$ cat config.mk
export PLATFORM = sky130hd
export DESIGN_NAME = multicycle_control
export DESIGN_NICKNAME = d
export VERILOG_FILES = /design/src/rtl/multicycle_control.sv
export SDC_FILE = /design/constraint.sdc
export NUM_CORES = 1
export LEC_CHECK = 0
export ABC_AREA = 0
export CAP_MARGIN = 20
export CORE_MARGIN = 4
export CORE_UTILIZATION = 50
export DETAILED_ROUTE_END_ITERATION = 8
export PLACE_DENSITY = 0.87
export SLEW_MARGIN = 15
export SYNTH_ARGS = -nofsm -noshare
export SYNTH_HDL_FRONTEND = slang
export SYNTH_SLANG_ARGS = --single-unit
$ cat constraint.sdc
create_clock -name clk -period 5.1 [get_ports clk]
set_clock_uncertainty 0.2 [all_clocks]
set_input_delay 0.765 -clock clk [delete_from_list [all_inputs] [get_ports clk]]
set_output_delay 0.765 -clock clk [all_outputs]
set_load 0.03 [all_outputs]
$ cat src/rtl/multicycle_control.sv
// Main control FSM of the multicycle RV32I datapath. It sequences fetch, decode, exec, mem and wb over one shared memory port.
// Zero-wait latency: R/I-ALU 4, LOAD 5, STORE 4, BRANCH 3 cycles. FETCH and MEM hold while memReady is low.
module multicycle_control (
  input  logic        clk,
  input  logic        reset_n,
  input  logic [6:0]  opcode,
  input  logic        memReady,
  input  logic        branchTaken,
  output logic        memReq,
  output logic        memWrite,
  output logic        iord,
  output logic        irWrite,
  output logic        pcWrite,
  output logic        pcSrc,
  output logic [1:0]  aluSrcA,
  output logic [1:0]  aluSrcB,
  output logic [1:0]  aluOp,
  output logic        regWrite,
  output logic        memToReg,
  output logic        illegal,
  output logic [2:0]  state,
  output logic [31:0] retired
);

  localparam logic [2:0] ST_FETCH  = 3'd0;
  localparam logic [2:0] ST_DECODE = 3'd1;
  localparam logic [2:0] ST_EXEC   = 3'd2;
  localparam logic [2:0] ST_MEM    = 3'd3;
  localparam logic [2:0] ST_WB     = 3'd4;
  localparam logic [2:0] ST_TRAP   = 3'd5;

  localparam logic [6:0] OP_R      = 7'b0110011;
  localparam logic [6:0] OP_I      = 7'b0010011;
  localparam logic [6:0] OP_LOAD   = 7'b0000011;
  localparam logic [6:0] OP_STORE  = 7'b0100011;
  localparam logic [6:0] OP_BRANCH = 7'b1100011;

  localparam logic [1:0] SRCA_PC    = 2'b00;
  localparam logic [1:0] SRCA_OLDPC = 2'b01;
  localparam logic [1:0] SRCA_REG   = 2'b10;
  localparam logic [1:0] SRCB_REG   = 2'b00;
  localparam logic [1:0] SRCB_FOUR  = 2'b01;
  localparam logic [1:0] SRCB_IMM   = 2'b10;
  localparam logic [1:0] ALU_ADD    = 2'b00;
  localparam logic [1:0] ALU_BR     = 2'b01;
  localparam logic [1:0] ALU_FUNCT  = 2'b10;

  logic [2:0]  state_q, state_d;
  logic [6:0]  opcode_q, opcode_d;
  logic [31:0] retired_q, retired_d;
  logic        retire;
  logic        op_legal;

  always_comb begin
    op_legal = 1'b0;
    case (opcode)
      OP_R, OP_I, OP_LOAD, OP_STORE, OP_BRANCH: op_legal = 1'b1;
      default:                                  op_legal = 1'b0;
    endcase
  end

  always_ff @(posedge clk) begin
    if (!reset_n) begin
      state_q   <= ST_FETCH;
      opcode_q  <= 7'd0;
      retired_q <= 32'd0;
    end else begin
      state_q   <= state_d;
      opcode_q  <= opcode_d;
      retired_q <= retired_d;
    end
  end

  // Every path back to FETCH except reset retires exactly one instruction.
  always_comb begin
    state_d  = state_q;
    opcode_d = opcode_q;
    retire   = 1'b0;
    case (state_q)
      ST_FETCH: begin
        if (memReady) state_d = ST_DECODE;
      end
      ST_DECODE: begin
        opcode_d = opcode;
        state_d  = op_legal ? ST_EXEC : ST_TRAP;
      end
      ST_EXEC: begin
        case (opcode_q)
          OP_R, OP_I:         state_d = ST_WB;
          OP_LOAD, OP_STORE:  state_d = ST_MEM;
          OP_BRANCH: begin
            state_d = ST_FETCH;
            retire  = 1'b1;
          end
          default:            state_d = ST_TRAP;
        endcase
      end
      ST_MEM: begin
        if (memReady) begin
          if (opcode_q == OP_STORE) begin
            state_d = ST_FETCH;
            retire  = 1'b1;
          end else begin
            state_d = ST_WB;
          end
        end
      end
      ST_WB: begin
        state_d = ST_FETCH;
        retire  = 1'b1;
      end
      default: state_d = ST_TRAP;
    endcase
    retired_d = retired_q + {31'd0, retire};
  end

  // Controls are forced low during reset so an in-flight access is dropped that same cycle.
  always_comb begin
    memReq   = 1'b0;
    memWrite = 1'b0;
    iord     = 1'b0;
    irWrite  = 1'b0;
    pcWrite  = 1'b0;
    pcSrc    = 1'b0;
    aluSrcA  = SRCA_PC;
    aluSrcB  = SRCB_REG;
    aluOp    = ALU_ADD;
    regWrite = 1'b0;
    memToReg = 1'b0;
    illegal  = 1'b0;
    if (reset_n) begin
      case (state_q)
        ST_FETCH: begin
          memReq  = 1'b1;
          aluSrcA = SRCA_PC;
          aluSrcB = SRCB_FOUR;
          aluOp   = ALU_ADD;
          irWrite = memReady;
          pcWrite = memReady;
        end
        ST_DECODE: begin
          aluSrcA = SRCA_OLDPC;
          aluSrcB = SRCB_IMM;
          aluOp   = ALU_ADD;
        end
        ST_EXEC: begin
          case (opcode_q)
            OP_R: begin
              aluSrcA = SRCA_REG;
              aluSrcB = SRCB_REG;
              aluOp   = ALU_FUNCT;
            end
            OP_I: begin
              aluSrcA = SRCA_REG;
              aluSrcB = SRCB_IMM;
              aluOp   = ALU_FUNCT;
            end
            OP_LOAD, OP_STORE: begin
              aluSrcA = SRCA_REG;
              aluSrcB = SRCB_IMM;
              aluOp   = ALU_ADD;
            end
            OP_BRANCH: begin
              aluSrcA = SRCA_REG;
              aluSrcB = SRCB_REG;
              aluOp   = ALU_BR;
              pcWrite = branchTaken;
              pcSrc   = 1'b1;
            end
            default: ;
          endcase
        end
        ST_MEM: begin
          memReq   = 1'b1;
          iord     = 1'b1;
          memWrite = (opcode_q == OP_STORE);
        end
        ST_WB: begin
          regWrite = 1'b1;
          memToReg = (opcode_q == OP_LOAD);
        end
        default: illegal = 1'b1;
      endcase
    end
  end

  assign state   = state_q;
  assign retired = retired_q;

endmodule
==> impl_metrics.csv <==
group,metric,value,unit
pwr,ir_drop,0.149,mV
synthesis,synth-edff-count,0,
pwr,power_leakage,0.918,nW
critical_path,setup.worst_path.end_class,"primary output",
critical_path,crit_family,"buffers and inverters",
clocking,cts_tree,"done",
sta,tightestPinTransition,0.793,ns
critical_path,worst_path_most_repeated_cell,"clkdlybuf4s50_1",
critical_path,rr_startpoint,"opcode_q[0]",
synthesis,syn_avg_cell_area,8.20,um2
detailed_routing,drc,0,
critical_path,path_max_fanout,10,
detailed_routing,dr.pass1.iters,4,
clocking,cts_buffer_depth,2,
detailed_routing,drtIter0Drc,203,
critical_path,critPathKind,"in -> out",
clocking,clock-sinks,42,
clocking,clkTransAtPathRegs,0.09,ns
sta,rsz0062_at_grt,"no",
sta,max-slew-margin-rel,45.8,%
die,boundaryPins,61,
worst_hold_path,hold-path-cell-count,2,
cells_and_area,syn2layout_area_growth,32.7,%
sta,finalSetupTns,0,ns
grt,overflow,0,
clocking,numCtsBuffers,5,
detailed_routing,postRouteAntennaNets,0,
synthesis,yosys.area.top_type,"dfxtp_1",
sta,drv_slew,0,
grt,grt_max_degree,24,
clocking,h-tree-depth,2,
synthesis,syn_area,2200,um2
critical_path,cp_cell_sequence,"clkdlybuf4s50_1 > inv_1 > or3_1 > or2_2 > nor3_1 > clkdlybuf4s50_1",
critical_path,critPathLaunchType,"input pin",
grt,antenna_found_initial,0,
detailed_routing,wl,5770,um
grt,grt_pass1_vias,2032,
sta,fmax,0.243,GHz
sta,period_needed,4.11,ns
clocking,cts_setup_buffers,0,
clocking,root_buffer,"clkbuf_8",
synthesis,synth_nets,281,
synthesis,ys_seq_area_share,38.2,%
synthesis,synth_ff_type,"dfxtp_1",
place,port_buffers,60,
synthesis,ys_ff_latch,42,
grt,grt_usage,21.3,%
worst_hold_path,min_path_type,"reg -> reg",
critical_path,arrival,3.14,ns
sta,period_share,80.6,%
die,rows,23,
pwr,power_density,223,nW/um2
critical_path,worst-path-buf-inv,3,
critical_path,r2r_slack,1.57,ns
detailed_routing,via_per_inst,5.95,
critical_path,ff2ff_path_depth,11,
detailed_routing,routed-via-count,2236,
die,dieArea,5520,um2
synthesis,synth_top_area_share,38.2,%
synthesis,synth_cell_type_count,46,
critical_path,r2r_end,"retired[22]",
worst_hold_path,whs_endpoint,"retired[31]",
critical_path,slowest_delay,0.70,ns
clocking,hold_buffers,0,
die,die_w,74.3,um
grt,grt_first_pass_wirelength,9250,um
critical_path,cp_num_cells,6,
sta,fin_hold_ws,0.294,ns
sta,hold_violations,0,
clocking,clk_latency,0.30,ns
cells_and_area,nets,338,
place,globalplace.congestion,0.931,
cells_and_area,n_antenna_cell,0,
sta,setup_viol,0,
die,start_util,53.4,%
synthesis,synth_area_leaders,"dfxtp_1 (38%), a21oi_1 (4.8%), nor2_1 (4.8%), or3_1 (3.1%), nand2_1 (3.1%)",
detailed_routing,wire_per_inst,15.3,um
synthesis,yosys_warnings,0,
synthesis,postSynth.asyncResetShare,0,%
critical_path,slowest_stage,"clkdlybuf4s50_1",
clocking,cts_resized,0,
die,fp.dieH,74.3,um
die,core,4120,um2
outcome,status,"complete, no violations",
job,maxCapViolations,0,
critical_path,required,4.14,ns
synthesis,syn_inst,268,
worst_hold_path,hold_start,"retired[31]",
place,hpwl,4190,um
cells_and_area,drive_above_1_share,5.52,%
[layout by cell type (no fill, tap or decap), types with 5 or more instances in the layout]
master and count:
xor2_1 5, a21oi_1 21, dfxtp_1 42, inv_1 14, nor3_1 5, o31ai_1 7
nand2_1 18, o21ai_0 9, nand3_1 10, clkbuf_8 5, or4_1 7, or3_1 11
clkdlybuf4s50_1 60, nor4_1 7, xnor2_1 7, mux2i_1 6, nor2_1 28, nand4_1 8
[routing by layer]
layer  vias up  global-route usage, %  wire [um]
met2        87                   35.0       2830
met4         0                   7.91         75
met3        10                   5.68        396
met1      1040                   27.0       2470
li1       1099                      -          -
met5         -                      0          0
[cell families after synthesis]
family | share of synthesized area [%]
and+or+nand+nor | 32.3
DFF | 38.2
buffers and inverters | 5.18
muxes | 2.73
adders and majority gates | 1.14
AOI/OAI and AO/OA | 15.7
xor gates and xnor gates | 4.78
[power breakdown]
group | internal [mW] | switching, mW
Clock | 0.0964 | 0.120
Sequential | 0.335 | 0.0125
Combinational | 0.0395 | 0.0469
[sequential cells by signal, indices dropped and copies added, names as in the netlist]
register	flops
state	3
opcode_q	7
retired	32
[worst max-delay path by stage]
stage,startpoint,endpoint
6_report,reset_n,aluOp[1]
5_1_grt,reset_n,aluOp[1]
4_1_cts,reset_n,aluOp[1]
3_5_place_dp,reset_n,aluOp[1]
3_3_place_gp,reset_n,aluOp[1]
2_1_floorplan,reset_n,memToReg
[cells in the mapped netlist (2+ instances only)]
master     number
nor2b_1         2
or2_2           3
nand4bb_1       2
or3_1          11
nor4_1          7
o21a_1          2
nor4b_1         2
and4_1          2
nand2_1        18
nand3_1        10
nand4_1         8
xor2_1          5
o22ai_1         2
dfxtp_1        42
and3_1          2
mux2i_1         6
ha_1            2
o21ai_0         9
nor2_1         28
o31ai_1         7
xnor2_1         7
nor3_1          5
or4_1           7
a21oi_1        21
buf_1           2
clkbuf_1       10
a2111oi_0       2
o41ai_1         4
a41oi_1         2
nor3b_1         3
and2_1          4
nand2b_1        3
inv_1          14
or4b_1          2
[metrics by stage]
stage                     total power, mW  instance area, um2  utilization, %  std cells  worst slack [ns]
final                               0.650                2920            70.9        376             0.991
after global routing                0.677                2920            70.9        376             0.886
after global placement              0.439                2830            68.8        368              1.03
after floorplan                     0.404                2200               -        268              1.12
after detailed placement            0.440                2830            68.8        368              1.02
after CTS                           0.653                2920            70.9        376             0.992
[worst reg2reg max path, cell delays in order (launching register included)]
cell      delay [ns]
dfxtp_1         0.37
nor4bb_1        0.29
buf_4           0.18
nand3_1         0.17
o22a_1          0.26
o22ai_1         0.18
ha_1            0.22
ha_1            0.23
nand4_1         0.26
or4_1           0.53
or4_1           0.42
a21oi_1         0.16
[final cells by class]
type | count | area, um2
Multi-Input combinational cell | 198 | 1240
Timing Repair Buffer | 64 | 631
Clock inverter | 3 | 18.8
Tap cell | 50 | 62.6
Clock buffer | 5 | 68.8
Fill cell | 337 | 1200
Sequential cell | 42 | 841
Inverter | 14 | 52.6
No activity file was read; power rests on OpenSTA's default activity.
